$ cat src/rtl/dm_arbiter.sv
// Two-port data-memory arbiter: a 3-state FSM grants one requester per access
// and returns a one-cycle ack with load data.
module dm_arbiter #(
  parameter int unsigned ADDR_W     = 9,
  parameter bit          FIXED_PRIO = 1'b0
) (
  input  logic              clk,
  input  logic              rst,
  input  logic              p0_req,
  input  logic              p0_we,
  input  logic [ADDR_W-1:0] p0_addr,
  input  logic [31:0]       p0_wdata,
  input  logic [1:0]        p0_whb,
  input  logic              p1_req,
  input  logic              p1_we,
  input  logic [ADDR_W-1:0] p1_addr,
  input  logic [31:0]       p1_wdata,
  input  logic [1:0]        p1_whb,
  output logic              p0_ack,
  output logic              p1_ack,
  output logic [31:0]       rdata,
  output logic              dm_wr,
  output logic [ADDR_W-1:0] dm_addr,
  output logic [31:0]       dm_din,
  output logic [1:0]        dm_whb,
  input  logic [31:0]       dm_dout
);

  typedef enum logic [1:0] {
    IDLE   = 2'd0,
    ACCESS = 2'd1,
    RESP   = 2'd2
  } state_t;

  state_t              state_q, state_d;
  logic                last_grant_q, last_grant_d;
  logic                win_q, win_d;
  logic                we_q, we_d;
  logic [ADDR_W-1:0]   addr_q, addr_d;
  logic [31:0]         wdata_q, wdata_d;
  logic [1:0]          whb_q, whb_d;
  logic [31:0]         rdata_q, rdata_d;
  logic                win_sel;

  // Ties go to port 0 in fixed mode, otherwise to the port not served last.
  always_comb begin
    win_sel = p1_req;
    if (p0_req && p1_req) begin
      win_sel = FIXED_PRIO ? 1'b0 : ~last_grant_q;
    end
  end

  always_comb begin
    state_d      = state_q;
    last_grant_d = last_grant_q;
    win_d        = win_q;
    we_d         = we_q;
    addr_d       = addr_q;
    wdata_d      = wdata_q;
    whb_d        = whb_q;
    rdata_d      = rdata_q;
    case (state_q)
      IDLE: begin
        if (p0_req || p1_req) begin
          state_d      = ACCESS;
          last_grant_d = win_sel;
          win_d        = win_sel;
          we_d         = win_sel ? p1_we    : p0_we;
          addr_d       = win_sel ? p1_addr  : p0_addr;
          wdata_d      = win_sel ? p1_wdata : p0_wdata;
          whb_d        = win_sel ? p1_whb   : p0_whb;
        end
      end
      ACCESS: begin
        state_d = RESP;
        if (!we_q) begin
          rdata_d = dm_dout;
        end
      end
      RESP:    state_d = IDLE;
      default: state_d = IDLE;
    endcase
  end

  always_ff @(posedge clk) begin
    if (rst) begin
      state_q      <= IDLE;
      last_grant_q <= 1'b1;
      win_q        <= 1'b0;
      we_q         <= 1'b0;
      addr_q       <= '0;
      wdata_q      <= '0;
      whb_q        <= '0;
      rdata_q      <= '0;
    end else begin
      state_q      <= state_d;
      last_grant_q <= last_grant_d;
      win_q        <= win_d;
      we_q         <= we_d;
      addr_q       <= addr_d;
      wdata_q      <= wdata_d;
      whb_q        <= whb_d;
      rdata_q      <= rdata_d;
    end
  end

  // rst gates dm_wr combinationally so an aborted store never lands.
  always_comb begin
    dm_wr   = (state_q == ACCESS) && we_q && !rst;
    dm_addr = (state_q == ACCESS) ? addr_q  : '0;
    dm_din  = (state_q == ACCESS) ? wdata_q : '0;
    dm_whb  = (state_q == ACCESS) ? whb_q   : '0;
    p0_ack  = (state_q == RESP) && !win_q;
    p1_ack  = (state_q == RESP) &&  win_q;
    rdata   = rdata_q;
  end

endmodule

$ cat config.mk
export PLATFORM = sky130hd
export DESIGN_NAME = dm_arbiter
export DESIGN_NICKNAME = d
export VERILOG_FILES = /design/src/rtl/dm_arbiter.sv
export SDC_FILE = /design/constraint.sdc
export NUM_CORES = 1
export LEC_CHECK = 0
export CORE_ASPECT_RATIO = 1.25
export CORE_UTILIZATION = 43
export DETAILED_ROUTE_END_ITERATION = 8
export HOLD_SLACK_MARGIN = 0.08
export PLACE_DENSITY = 0.86
export SLEW_MARGIN = 20
export SYNTH_ARGS = -nofsm -noshare
export SYNTH_HDL_FRONTEND = slang
export SYNTH_SLANG_ARGS = --single-unit
export TNS_END_PERCENT = 20
$ cat constraint.sdc
create_clock -name clk -period 4.05 [get_ports clk]
set_input_delay 0.81 -clock clk [delete_from_list [all_inputs] [get_ports clk]]
set_output_delay 0.81 -clock clk [all_outputs]
set_load 0.05 [all_outputs]
== Yosys cells after proc, flatten, opt, wreduce, memory -nomap -nowiden ==
Index checks and enable logic that the tools add are counted.
W data, S select, Z words.
Word-level totals
  register bits: 80
  bits of input ports: 124
  output and inout port bits: 78
  logic and storage cells: 34
Operators by class
  eq/ne operators: 3
  multiplexer cells: 10
  bitwise operators: 2
  reductions and logical operators: 11
Operators with widths (count)
  $mux W32: 2
  $mux W9: 2
  $mux W2: 3
  $logic_and A1 B1 Y1: 5
  $pmux W2 S2: 1
  $reduce_and A2 Y1: 2
  $eq A2 B1 Y1 const B: 1
  $eq A2 B2 Y1 const B: 1
  $logic_not A1 Y1: 2
  $logic_not A2 Y1: 1
  $mux W1: 2
  $ne A2 B2 Y1 const B: 1
  $not A1 Y1: 2
  $logic_or A1 B1 Y1: 1

== Logic depth before layout (Yosys ltp) ==
  depth after elaboration: 3
  gate-level depth with buffers: 6

== Worst setup path before layout ==
Ideal clock, no wire load.
  path type: register -> output
  from: register state_q[1]
  to: output p0_ack
  data arrival time: 1.555 ns
  required time: 3.240 ns
  slack: 1.685 ns
  stages on the path, launching flop included: 2
  path buffers: 0
  cells stage by stage: dfxtp_1 nor3b_1
Between the ends
  cells in the longest elaborated chain, start to end: 2
Ends and longest elaborated chain
  start, declared: line 35  | state_t state_q, state_d;
  start signal, assigned: line 96  | state_q <= state_d;
  $eq A2 B2 Y1: line 113  | p0_ack = (state_q == RESP) && !win_q;
  $logic_and A1 B1 Y1: line 113
  end, declared: line 19  | output logic p0_ack,
Every way passes these cells.

== Worst setup path after layout ==
  from: register state_q[0]
  to: output dm_din[1]
Between the ends
  cells in the longest elaborated chain, start to end: 2
Ends and longest elaborated chain
  $eq A2 B1 Y1: line 111  | dm_din = (state_q == ACCESS) ? wdata_q : '0;
  $mux W32: line 111
  end, declared: line 24  | output logic [31:0] dm_din,
Every way passes these cells.

==> out/qor.yml <==
status: "completed"
synth.distinct_cells: 23
number_of_standard_cells_after_synthesis: 459
tritoncts: "done"
mappedNetlistArea_um2: 3810
max_slew_margin_pct: 29.5
min_period_over_period_pct: 86.6
setup_viol: 0
post_cts_hold_buffer_count: 0
worst_clock_skew_ps: 8.95
wire_length_of_the_first_global_routing_pass_um: 17700
hold_path.startpoint: "rdata[18]$_SDFFE_PP0P_"
postSynthAreaPerCell_um2: 8.31
floorplan_die_area_um2: 9250
drv_slew: 0
sequential_share_of_the_synthesized_area_pct: 42.0
critPathRequiredTime_ps: 3240
timing.fmax_mhz: 285
final_hpwl_from_detailed_placement_um: 7560
grt_use_met3_pct: 7.59
critical_path_peak_fanout: 28
critical_path_buf_inv_count: 2
finish.net_count: 757
detailroute.via_count: 3907
use_met2_pct: 43.3
grt_setup_unrepaired: "false"
area_growth_pct: 58.7
post_synth_xor_area_fraction_pct: 0
start_kind: "flop"
post_synth_most_frequent_cells: "sky130_fd_sc_hd__nand2_1, sky130_fd_sc_hd__dfxtp_1, sky130_fd_sc_hd__a21oi_1"
share_of_the_synthesized_area_in_the_top_cell_type_pct: 42.0
cts-buffers-inserted: 9
arrival_time_at_the_worst_endpoint_ps: 2700
final_layout_size_suffix_gt1_share_pct: 10.4
r2r_cells: 4
synthMuxAreaShare_pct: 0
antenna_violations_before_repair: 0
maximum_buffer_depth_of_the_clock_tree: 2
timing.rr.start: "state_q[1]$_SDFFE_PP0P_"
drt_iter0_markers: 123
grt_pass1_vias: 3741
synth_seq_cells: 80
synth_compound_area_share_pct: 27.6
timing.critical_path.to_type: "output pin"
num_io_pins: 202
dominantRegCellSynth: "sky130_fd_sc_hd__dfxtp_1"
grtUsageTotal_pct: 24.3
async_set_or_reset_register_ratio_after_synthesis_pct: 0
slowest_stage: "sky130_fd_sc_hd__clkdlybuf4s50_1"
ordered_list_of_cells_on_the_worst_path: "nor2b_2 > buf_4 > and2_1 > clkdlybuf4s50_1"
clkSinkCount: 80
number_of_enable_flip_flop_cells_after_synthesis: 0
worst_hold_slack_ps: 458
avgViaCountPerCell: 5.16
grt_max_degree: 80
groute.layer.met1.usage_pct: 27.6
port_buffers: 201
power_density_normalized_to_cell_area_nw_per_um2: 373
max_cap_violations: 0
synth_area_leaders: "sky130_fd_sc_hd__dfxtp_1, sky130_fd_sc_hd__nand2_1, sky130_fd_sc_hd__a311oi_2"
worst_hold_path.endpoint: "rdata[18]$_SDFFE_PP0P_"
setup_total_negative_slack_ps: 0
grt_ovf: 0
cts_repair_resize_count: 0
routed_wirelength_um: 11300
starting_utilization_of_the_core_area_pct: 44.1
largest_family_of_logic_cells_by_synthesized_area: "compound AO/OA/AOI/OAI gates"
die_height_um: 107
net_count_after_synthesis: 583
setup_slack_of_the_most_critical_reg_to_reg_path_ps: 1940
biggest_area_consumer_among_synthesized_cells: "sky130_fd_sc_hd__dfxtp_1"
die_boundary_width_um: 86.2
worstHoldPathType: "flop to flop"
route.detailed.drc: 0
clock_pin_slew_reported_for_the_worst_setup_and_hold_paths_after_clock_tree_synthesis_ps: 80
max_slew.worst_pin.slew_ps: 1060
num_antenna_cells: 0
synthMostInstantiatedCell: "sky130_fd_sc_hd__nand2_1"
post_synth_and_or_nand_nor_area_fraction_pct: 24.4
weighted_congestion_reported_at_the_end_of_routability_driven_placement: 0.755
critPathMaxStageDelay_ps: 830
post-cts-setup-buffers: 0
vdd_ir_drop_max_v: 0.000154
path_delay_family: "buffers and inverters"
clk-insertion-delay-late_ps: 350
fin_crit_ps: 3510
finalHoldViolations: 0
top_usage_layer: "met2"
core.rowCount: 38
cts.root.buffer_cell: "sky130_fd_sc_hd__clkbuf_8"
ant_nets: 0
wl_per_cell_um: 14.9
first_pass_iters: 4
cts_htree_levels: 3
worstReg2RegEnd: "wdata_q[26]$_SDFFE_PP0P_"
crit_type: "flop to output pin"
post_synth_adder_cell_area_pct: 0
worstHoldPathCells: 2
total_leakage_power_nw: 2.19
core_region_area_um2: 8650
synth-warning-count: 0
## cells by family (layout without fill, tap and decap cells)
kind of cell,Yosys count,count (layout)
AO/OA/AOI/OAI,126,126
buffers and inverters,45,223
flip-flops,80,80
AND/OR/NAND/NOR,208,208
## layer usage
| metal | wire (um) | vias to the layer above | share of wire, % |
|---|---|---|---|
| li1 | - | 1906 | - |
| met3 | 829 | 14 | 7.3 |
| met1 | 4680 | 1826 | 41 |
| met4 | 145 | 0 | 1.3 |
| met2 | 5630 | 161 | 50 |
| met5 | 0 | - | 0 |
## worst max-delay path by stage
stage / start / cells after the start / slack (ps) / end
2_1_floorplan: state_q[1]$_SDFFE_PP0P_ / 1 / 1680 / p0_ack
3_3_place_gp: state_q[0]$_SDFFE_PP0P_ / 4 / 1020 / dm_addr[0]
3_5_place_dp: state_q[0]$_SDFFE_PP0P_ / 4 / 930 / dm_din[1]
4_1_cts: state_q[0]$_SDFFE_PP0P_ / 4 / 530 / dm_din[1]
5_1_grt: state_q[0]$_SDFFE_PP0P_ / 4 / 390 / dm_whb[0]
6_report: state_q[0]$_SDFFE_PP0P_ / 4 / 540 / dm_din[1]
## worst min-delay path: cells and delay by family (launching register included)
| family | cells | cell delay (ps) |
|---|---|---|
| flip-flops | 1 | 310 |
| AND/OR/NAND/NOR | 1 | 50 |
| AO/OA/AOI/OAI | 1 | 50 |
## sequential cells by signal, indices dropped and copies added (netlist names)
signal and flops:
we_q 1, addr_q 9, wdata_q 32, whb_q 2
win_q 1, rdata 32, last_grant_q 1, state_q 2
## power breakdown
| part | switching, W | internal [W] | leakage [nW] |
|---|---|---|---|
| Sequential | 0.0000446 | 0.000862 | 0.660 |
| Combinational | 0.000373 | 0.000283 | 1.42 |
| Clock | 0.000270 | 0.000424 | 0.117 |
## final cells by class
type / instances / area, um^2
tap: 120 / 150
clock buffer: 12 / 145
clock inverter: 3 / 90.1
sequential: 80 / 1600
timing repair buffer: 207 / 2060
multi-input combinational: 334 / 2000
inverter: 1 / 3.75
fill: 688 / 2600
## placed cells by master (no fill, tap or decap), types with 2 or more instances in the layout
cell / synthesis / final
sky130_fd_sc_hd__a21bo_2: 2 / 2
sky130_fd_sc_hd__a21oi_1: 77 / 77
sky130_fd_sc_hd__a311oi_1: 6 / 6
sky130_fd_sc_hd__a311oi_2: 38 / 38
sky130_fd_sc_hd__and2_1: 44 / 44
sky130_fd_sc_hd__buf_4: 0 / 6
sky130_fd_sc_hd__bufinv_16: 0 / 3
sky130_fd_sc_hd__clkbuf_1: 24 / 2
sky130_fd_sc_hd__clkbuf_8: 0 / 10
sky130_fd_sc_hd__clkdlybuf4s50_1: 0 / 200
sky130_fd_sc_hd__dfxtp_1: 80 / 80
sky130_fd_sc_hd__nand2_1: 153 / 153
sky130_fd_sc_hd__nor2b_1: 3 / 2
## through the flow
stage / cells / total power (W) / instance area (um^2) / worst slack (ps) / util [%]
CTS: 756 / 0.00227 / 6040 / 529 / 69.8
floorplan: 459 / 0.00133 / 3810 / 1680 / -
global placement: 741 / 0.00156 / 5810 / 1020 / 67.1
detailed placement: 741 / 0.00158 / 5810 / 933 / 67.1
global route: 757 / 0.00236 / 6050 / 393 / 70.0
finish: 757 / 0.00226 / 6050 / 541 / 70.0
No activity file was read; power rests on OpenSTA's default activity.
